`config.mk`:
```
export PLATFORM = sky130hd
export DESIGN_NAME = fetch_ctrl
export DESIGN_NICKNAME = d
export VERILOG_FILES = /design/src/rtl/fetch_ctrl.sv
export SDC_FILE = /design/constraint.sdc
export NUM_CORES = 1
export LEC_CHECK = 0
export BUFFER_PORTS_ARGS = -buffer_cell sky130_fd_sc_hd__buf_2
export CORE_ASPECT_RATIO = 0.6
export CORE_MARGIN = 1
export CORE_UTILIZATION = 37
export CTS_CLUSTER_DIAMETER = 120
export DETAILED_ROUTE_END_ITERATION = 7
export GPL_TIMING_DRIVEN = 0
export PLACE_DENSITY = 0.8
export SLEW_MARGIN = 30
export SYNTH_ARGS = -nofsm -noshare
export SYNTH_HDL_FRONTEND = slang
export SYNTH_SLANG_ARGS = --single-unit
```
`constraint.sdc`:
```
create_clock -name clk -period 1.5 [get_ports clk]
set_clock_uncertainty 0.15 [all_clocks]
set_input_delay 0.225 -clock clk [delete_from_list [all_inputs] [get_ports clk]]
set_output_delay 0.225 -clock clk [all_outputs]
set_load 0.01 [all_outputs]
```
`src/rtl/fetch_ctrl.sv`:
```
// fetch_ctrl: instruction-fetch sequencer.
// Arbitrates exception > taken branch > load-use requests, then drives the
// PC-mux controls (PcWrite/pc_src/pc_flush/if_lw/error) and the redirect address.
// Controls are combinational from the registered state and the current inputs,
// so a redirect appears in the same cycle as its request and the new PC is
// loaded at the next clock edge.
// Optional build macro FETCH_PERF_EN adds wrapping performance counters
// (stall_cnt, flush_cnt, exc_cnt).
module fetch_ctrl #(
  parameter logic [31:0] EXC_VECTOR = 32'h0000_0080,
  parameter int unsigned LU_STALL   = 1,
  parameter int unsigned FLUSH_CYC  = 1
) (
  input  logic        clk,
  input  logic        reset,
  input  logic        branch_taken,
  input  logic [31:0] branch_target,
  input  logic        load_use,
  input  logic        exc_req,
  input  logic [31:0] exc_pc,
  output logic        PcWrite,
  output logic        pc_src,
  output logic        pc_flush,
  output logic        if_lw,
  output logic        error,
  output logic [31:0] address,
  output logic [31:0] error_address,
`ifdef FETCH_PERF_EN
  output logic [31:0] stall_cnt,
  output logic [31:0] flush_cnt,
  output logic [31:0] exc_cnt,
`endif
  output logic [31:0] epc,
  output logic        exc_ack
);

  typedef enum logic [1:0] {
    RUN   = 2'd0,
    STALL = 2'd1,
    FLUSH = 2'd2,
    TRAP  = 2'd3
  } state_t;

  // Reload values for the down-counter; a value of 1 means the hold state
  // lasts one extra cycle beyond the request cycle.
  localparam logic [7:0] LU_RELOAD    = 8'(LU_STALL - 1);
  localparam logic [7:0] FLUSH_RELOAD = 8'(FLUSH_CYC - 1);
  localparam state_t     LU_NEXT      = (LU_STALL > 1)  ? STALL : RUN;
  localparam state_t     BR_NEXT      = (FLUSH_CYC > 1) ? FLUSH : RUN;
  localparam state_t     EXC_NEXT     = (FLUSH_CYC > 1) ? TRAP  : RUN;

  state_t      state_q, state_d;
  logic [7:0]  cnt_q, cnt_d;
  logic [31:0] epc_q, epc_d;

  // Request decode per state: which request (if any) is accepted this cycle.
  logic take_exc, take_br, take_lu;

  // Accept requests according to the current state's masking rules.
  always_comb begin
    take_exc = 1'b0;
    take_br  = 1'b0;
    take_lu  = 1'b0;
    case (state_q)
      RUN: begin
        if (exc_req)           take_exc = 1'b1;
        else if (branch_taken) take_br  = 1'b1;
        else if (load_use)     take_lu  = 1'b1;
      end
      STALL: begin
        // Only an exception can break a load-use stall.
        if (exc_req) take_exc = 1'b1;
      end
      FLUSH: begin
        // A younger taken branch restarts the redirect; load-use is moot
        // because the decode slot is being squashed.
        if (exc_req)           take_exc = 1'b1;
        else if (branch_taken) take_br  = 1'b1;
      end
      default: begin
        // TRAP: everything masked so the handler entry is never nested.
      end
    endcase
  end

  // Next-state, counter, epc and fetch controls.
  always_comb begin
    state_d  = state_q;
    cnt_d    = cnt_q;
    epc_d    = epc_q;
    PcWrite  = 1'b1;
    pc_src   = 1'b0;
    pc_flush = 1'b0;
    if_lw    = 1'b0;
    error    = 1'b0;
    exc_ack  = 1'b0;
    address  = 32'h0;

    if (take_exc) begin
      error    = 1'b1;
      pc_src   = 1'b1;
      pc_flush = 1'b1;
      exc_ack  = 1'b1;
      address  = EXC_VECTOR;
      epc_d    = exc_pc;
      cnt_d    = FLUSH_RELOAD;
      state_d  = EXC_NEXT;
    end else if (take_br) begin
      pc_src   = 1'b1;
      pc_flush = 1'b1;
      address  = branch_target;
      cnt_d    = FLUSH_RELOAD;
      state_d  = BR_NEXT;
    end else if (take_lu) begin
      PcWrite  = 1'b0;
      if_lw    = 1'b1;
      cnt_d    = LU_RELOAD;
      state_d  = LU_NEXT;
    end else begin
      case (state_q)
        STALL: begin
          PcWrite = 1'b0;
          if_lw   = 1'b1;
          cnt_d   = cnt_q - 8'd1;
          if (cnt_q <= 8'd1) state_d = RUN;
        end
        FLUSH, TRAP: begin
          pc_flush = 1'b1;
          cnt_d    = cnt_q - 8'd1;
          if (cnt_q <= 8'd1) state_d = RUN;
        end
        default: begin
          // RUN with no request: sequential fetch.
        end
      endcase
    end

    // While reset is held the fetch stage just free-runs; state is
    // cleared at the clock edge.
    if (reset) begin
      PcWrite  = 1'b1;
      pc_src   = 1'b0;
      pc_flush = 1'b0;
      if_lw    = 1'b0;
      error    = 1'b0;
      exc_ack  = 1'b0;
      address  = 32'h0;
    end
  end

  assign epc           = reset ? 32'h0 : epc_q;
  assign error_address = EXC_VECTOR;

  // State, counter and exception-PC registers.
  always_ff @(posedge clk) begin
    if (reset) begin
      state_q <= RUN;
      cnt_q   <= 8'd0;
      epc_q   <= 32'h0;
    end else begin
      state_q <= state_d;
      cnt_q   <= cnt_d;
      epc_q   <= epc_d;
    end
  end

`ifdef FETCH_PERF_EN
  logic [31:0] stall_cnt_q, flush_cnt_q, exc_cnt_q;

  // Event counters: one count per cycle the corresponding control is high.
  always_ff @(posedge clk) begin
    if (reset) begin
      stall_cnt_q <= 32'h0;
      flush_cnt_q <= 32'h0;
      exc_cnt_q   <= 32'h0;
    end else begin
      if (if_lw)    stall_cnt_q <= stall_cnt_q + 32'd1;
      if (pc_flush) flush_cnt_q <= flush_cnt_q + 32'd1;
      if (exc_ack)  exc_cnt_q   <= exc_cnt_q + 32'd1;
    end
  end

  assign stall_cnt = stall_cnt_q;
  assign flush_cnt = flush_cnt_q;
  assign exc_cnt   = exc_cnt_q;
`endif

endmodule
```
; Word level (Yosys, flattened, before mapping)
; Index checks and enable logic that the tools add are counted.
[totals]
reg_bits = 32
in_bits = 69
out_inout_bits = 102
wordCells = 24
[op_classes]
n_mux = 23
[ops]
columns = op, n
row1 = $mux W32, 4
row2 = $mux W1, 19

; Logic depth before layout (Yosys ltp)
[depth]
depth_word = 7
ltp_mapped = 5
ltp_nobuf = 2

; Least setup slack after synthesis
; Ideal clock, no wire load.
[synth_timing]
path_type = input to output
from = input exc_req
to = output PcWrite
t_arrival_ns = 1.091
required_time_ns = 1.125
path_slack_ns = 0.034
stages = 3
path_buffers = 1
cell_sequence = buf_6 > nor4b_1 > inv_1
[synth_between]
elab_chain_len = 5
word_cells_on_any_way = 7
classes_between = mux (7)
[synth_lines]
columns = element, line
row1 = start: declaration, 19  ; input logic exc_req,
row2 = $mux W1, 66  ; if (exc_req) take_exc = 1'b1;
row3 = $mux W1, 114  ; end else if (take_lu) begin
row4 = $mux W1, 108  ; end else if (take_br) begin
row5 = $mux W1 *, 99  ; if (take_exc) begin
row6 = $mux W1 *, 140  ; if (reset) begin
row7 = end: declaration, 21  ; output logic PcWrite,
; Every way passes the cells marked *; elsewhere a longest branch is shown, timed or not.

; Worst setup path in the final report
[layout_timing]
from = input reset
to = output address[0]
[layout_between]
elab_chain_len = 1
[layout_lines]
columns = element, line
row1 = start: declaration, 15  ; input logic reset,
row2 = $mux W32, 140
row3 = end: declaration, 26  ; output logic [31:0] address,
; Every way passes these cells.

==> impl_metrics.py <==
metrics = {
    "status": {
        "status": "complete, no violations",
    },
    "finish": {
        "layout_common_cells": "buf_2, buf_4, nor2_1",
        "layout_commonest_cell": "buf_2",
        "final_core_util_pct": 62.9,
        "nets": 466,
        "finalInstanceArea_mm2": 0.00296,
        "area_delta_synth_final_pct": 58.1,
        "diodes": 0,
        "regMostFlops": "epc_q",
        "reg.largest.list": "epc_q x32",
        "largest_reg_flops": 32,
        "layout-drive-gt1-share_pct": 49.5,
    },
    "sta": {
        "slew_viol_final": 0,
        "finalSetupViolCount": 0,
        "hold_violations": 0,
        "max_freq_mhz": 688,
        "fin_crit_sh_pct": 96.8,
        "period_minus_slack_ns": 1.45,
    },
    "placed_design": {
        "gp_congestion": 0.758,
        "placed_area_mm2": 0.00275,
        "portBuffers": 137,
        "hpwlAfterDp_um": 4200,
    },
    "logic_synthesis": {
        "syn_inst": 217,
        "syn_area_mm2": 0.00187,
        "synth_cell_types": 15,
        "synth_top_cells_by_area": "dfxtp_1, mux2i_1, buf_4",
        "synth-seq-cells": 32,
        "syn_area_per_cell_um2": 8.63,
        "yosys.area.top_type": "dfxtp_1",
        "ys_warn_count": 0,
        "ys_seq_area_share_pct": 34.2,
        "synth_top_area_share_pct": 34.2,
    },
    "critical_path": {
        "critPathMaxFanout": 6,
        "reg2reg_to": "epc_q[1]",
        "cp.required_ns": 1.12,
        "r2r_slack_ns": 0.72,
        "worstSetupStartpointType": "primary input",
        "cp-end-kind": "output port",
        "arrival_ns": 1.08,
        "critical_path_class": "primary input to output port",
        "rr_worst_depth": 2,
        "r2r_start": "epc_q[1]",
    },
    "floorplan": {
        "die_h_um": 57.1,
        "rows": 19,
        "die_x_um": 93.8,
        "coreArea_mm2": 0.00471,
        "io_pins": 171,
        "dieArea_mm2": 0.00536,
        "initial_core_util_pct": 39.8,
    },
    "global_route": {
        "overflow": 0,
        "grt_max_degree": 11,
        "top_usage_layer": "met2",
        "grt.total_usage_pct": 18.2,
        "met3_usage_pct": 5.33,
        "first_global_vias": 1749,
        "gr-usage-met1_pct": 19.2,
        "met2_usage_pct": 34.7,
        "antenna_found_initial": 0,
        "grt_pass1_wl_um": 7590,
    },
    "clocking": {
        "clk_transition_reported_paths_ns": 0.07,
        "cts_tree": "built",
        "cts_inserted_buffers": 5,
        "cts_root_buf": "clkbuf_8",
        "clk_latency_ns": 0.28,
        "cts.sinks": 32,
        "htree_num_levels": 2,
        "clk_path_buf_depth": 2,
    },
    "power": {
        "seq_power_share_pct": 41.0,
        "sw_frac_of_total_pct": 25.6,
        "power.internal_mw": 1.67,
        "combPwrFrac_pct": 23.0,
        "power.static_leakage_nw": 1.77,
        "switching_power_uw": 575,
        "clock_power_share_pct": 36.0,
        "power.density_mw_per_mm2": 760,
        "peakVddDrop_uv": 693,
    },
    "min_path": {
        "min-delay-start": "exc_pc[21]",
        "hold_path_end": "epc_q[21]",
        "hold_class": "primary input to flip-flop",
        "hold_depth": 3,
    },
    "routing": {
        "firstDrtPassIters": 4,
        "ant_nets": 0,
        "dr_total_vias": 1874,
        "drt_wl_total_um": 5180,
        "post_drt_wl_per_cell_um": 11.2,
        "drcViolationCount": 0,
        "drtIter0Drc": 35,
        "viasPerCell": 4.07,
    },
    "job": {
        "cap_violations": 0,
    },
}
## metal layers
metal / part of all wire [%] / wire length (um)
met1: 38 / 1990
met2: 52 / 2710
met3: 8.3 / 428
met4: 0.93 / 48
met5: 0 / 0
## kinds of logic (layout without fill, tap and decap cells)
logic type	Yosys count	in the layout	synth area share, %
muxes	32	32	17.1
AOI/OAI and AO/OA	1	1	0.267
other	2	32	0.401
DFF	32	32	34.2
buffers and inverters	49	200	18.1
and+or+nand+nor	101	101	29.9
## timing repair
item                       4_1_cts  5_1_grt
hold buffers                     0        0
setup endpoints to repair        2       31
cloned                           0        2
pin swaps                        0        3
setup buffers                    0        4
resized for setup                2       21
## critical path: stages
cell and delay [ns]:
buf_12 0.11, nor3b_4 0.17, buf_4 0.17, buf_2 0.14, and2_1 0.13, buf_2 0.12
## stage by stage
| stage | setup TNS (ns) | hold slack (ns) | power (mW) | instances | setup WS (ns) |
|---|---|---|---|---|---|
| after CTS | 0 | 0.0237 | 2.23 | 455 | 0.00917 |
| after detailed placement | -0.145 | 0.317 | 1.43 | 447 | -0.129 |
| after global routing | -0.0321 | 0.0407 | 2.35 | 461 | -0.0250 |
| after floorplan | 0 | 0.222 | 1.25 | 247 | 0.0336 |
| final | 0 | 0.0257 | 2.25 | 461 | 0.0474 |
| after global placement | -0.136 | 0.307 | 1.42 | 447 | -0.124 |
## cell usage after synthesis (all sizes together)
library cell	n
buf	42
nor2	35
nor2b	33
dfxtp	32
mux2i	32
and2	31
clkbuf	6
conb	2
a21oi	1
inv	1
nor3b	1
nor4b	1
## worst max path at each step
stage,cells after the start,startpoint,to
2_1_floorplan,3,exc_req,PcWrite
3_3_place_gp,6,reset,pc_src
3_5_place_dp,6,reset,pc_src
4_1_cts,6,reset,pc_src
5_1_grt,6,reset,address[0]
6_report,6,reset,address[0]
## area by class of cell
cell class / instances / area, um^2
buffer: 48 / 372
clock buffer: 6 / 72.6
clock inverter: 2 / 35.0
fill: 441 / 1750
inverter: 1 / 3.75
multi-input combinational: 166 / 1010
sequential: 32 / 641
tap: 63 / 78.8
timing repair buffer: 143 / 749
## power groups by stage
stage / clock (mW) / combinational (mW) / sequential (mW)
global placement: 0 / 0.479 / 0.938
finish: 0.810 / 0.518 / 0.922
floorplan: 0 / 0.314 / 0.934
detailed placement: 0 / 0.489 / 0.941
global route: 0.857 / 0.569 / 0.927
CTS: 0.818 / 0.492 / 0.922
(Power assumes the default switching activity.)
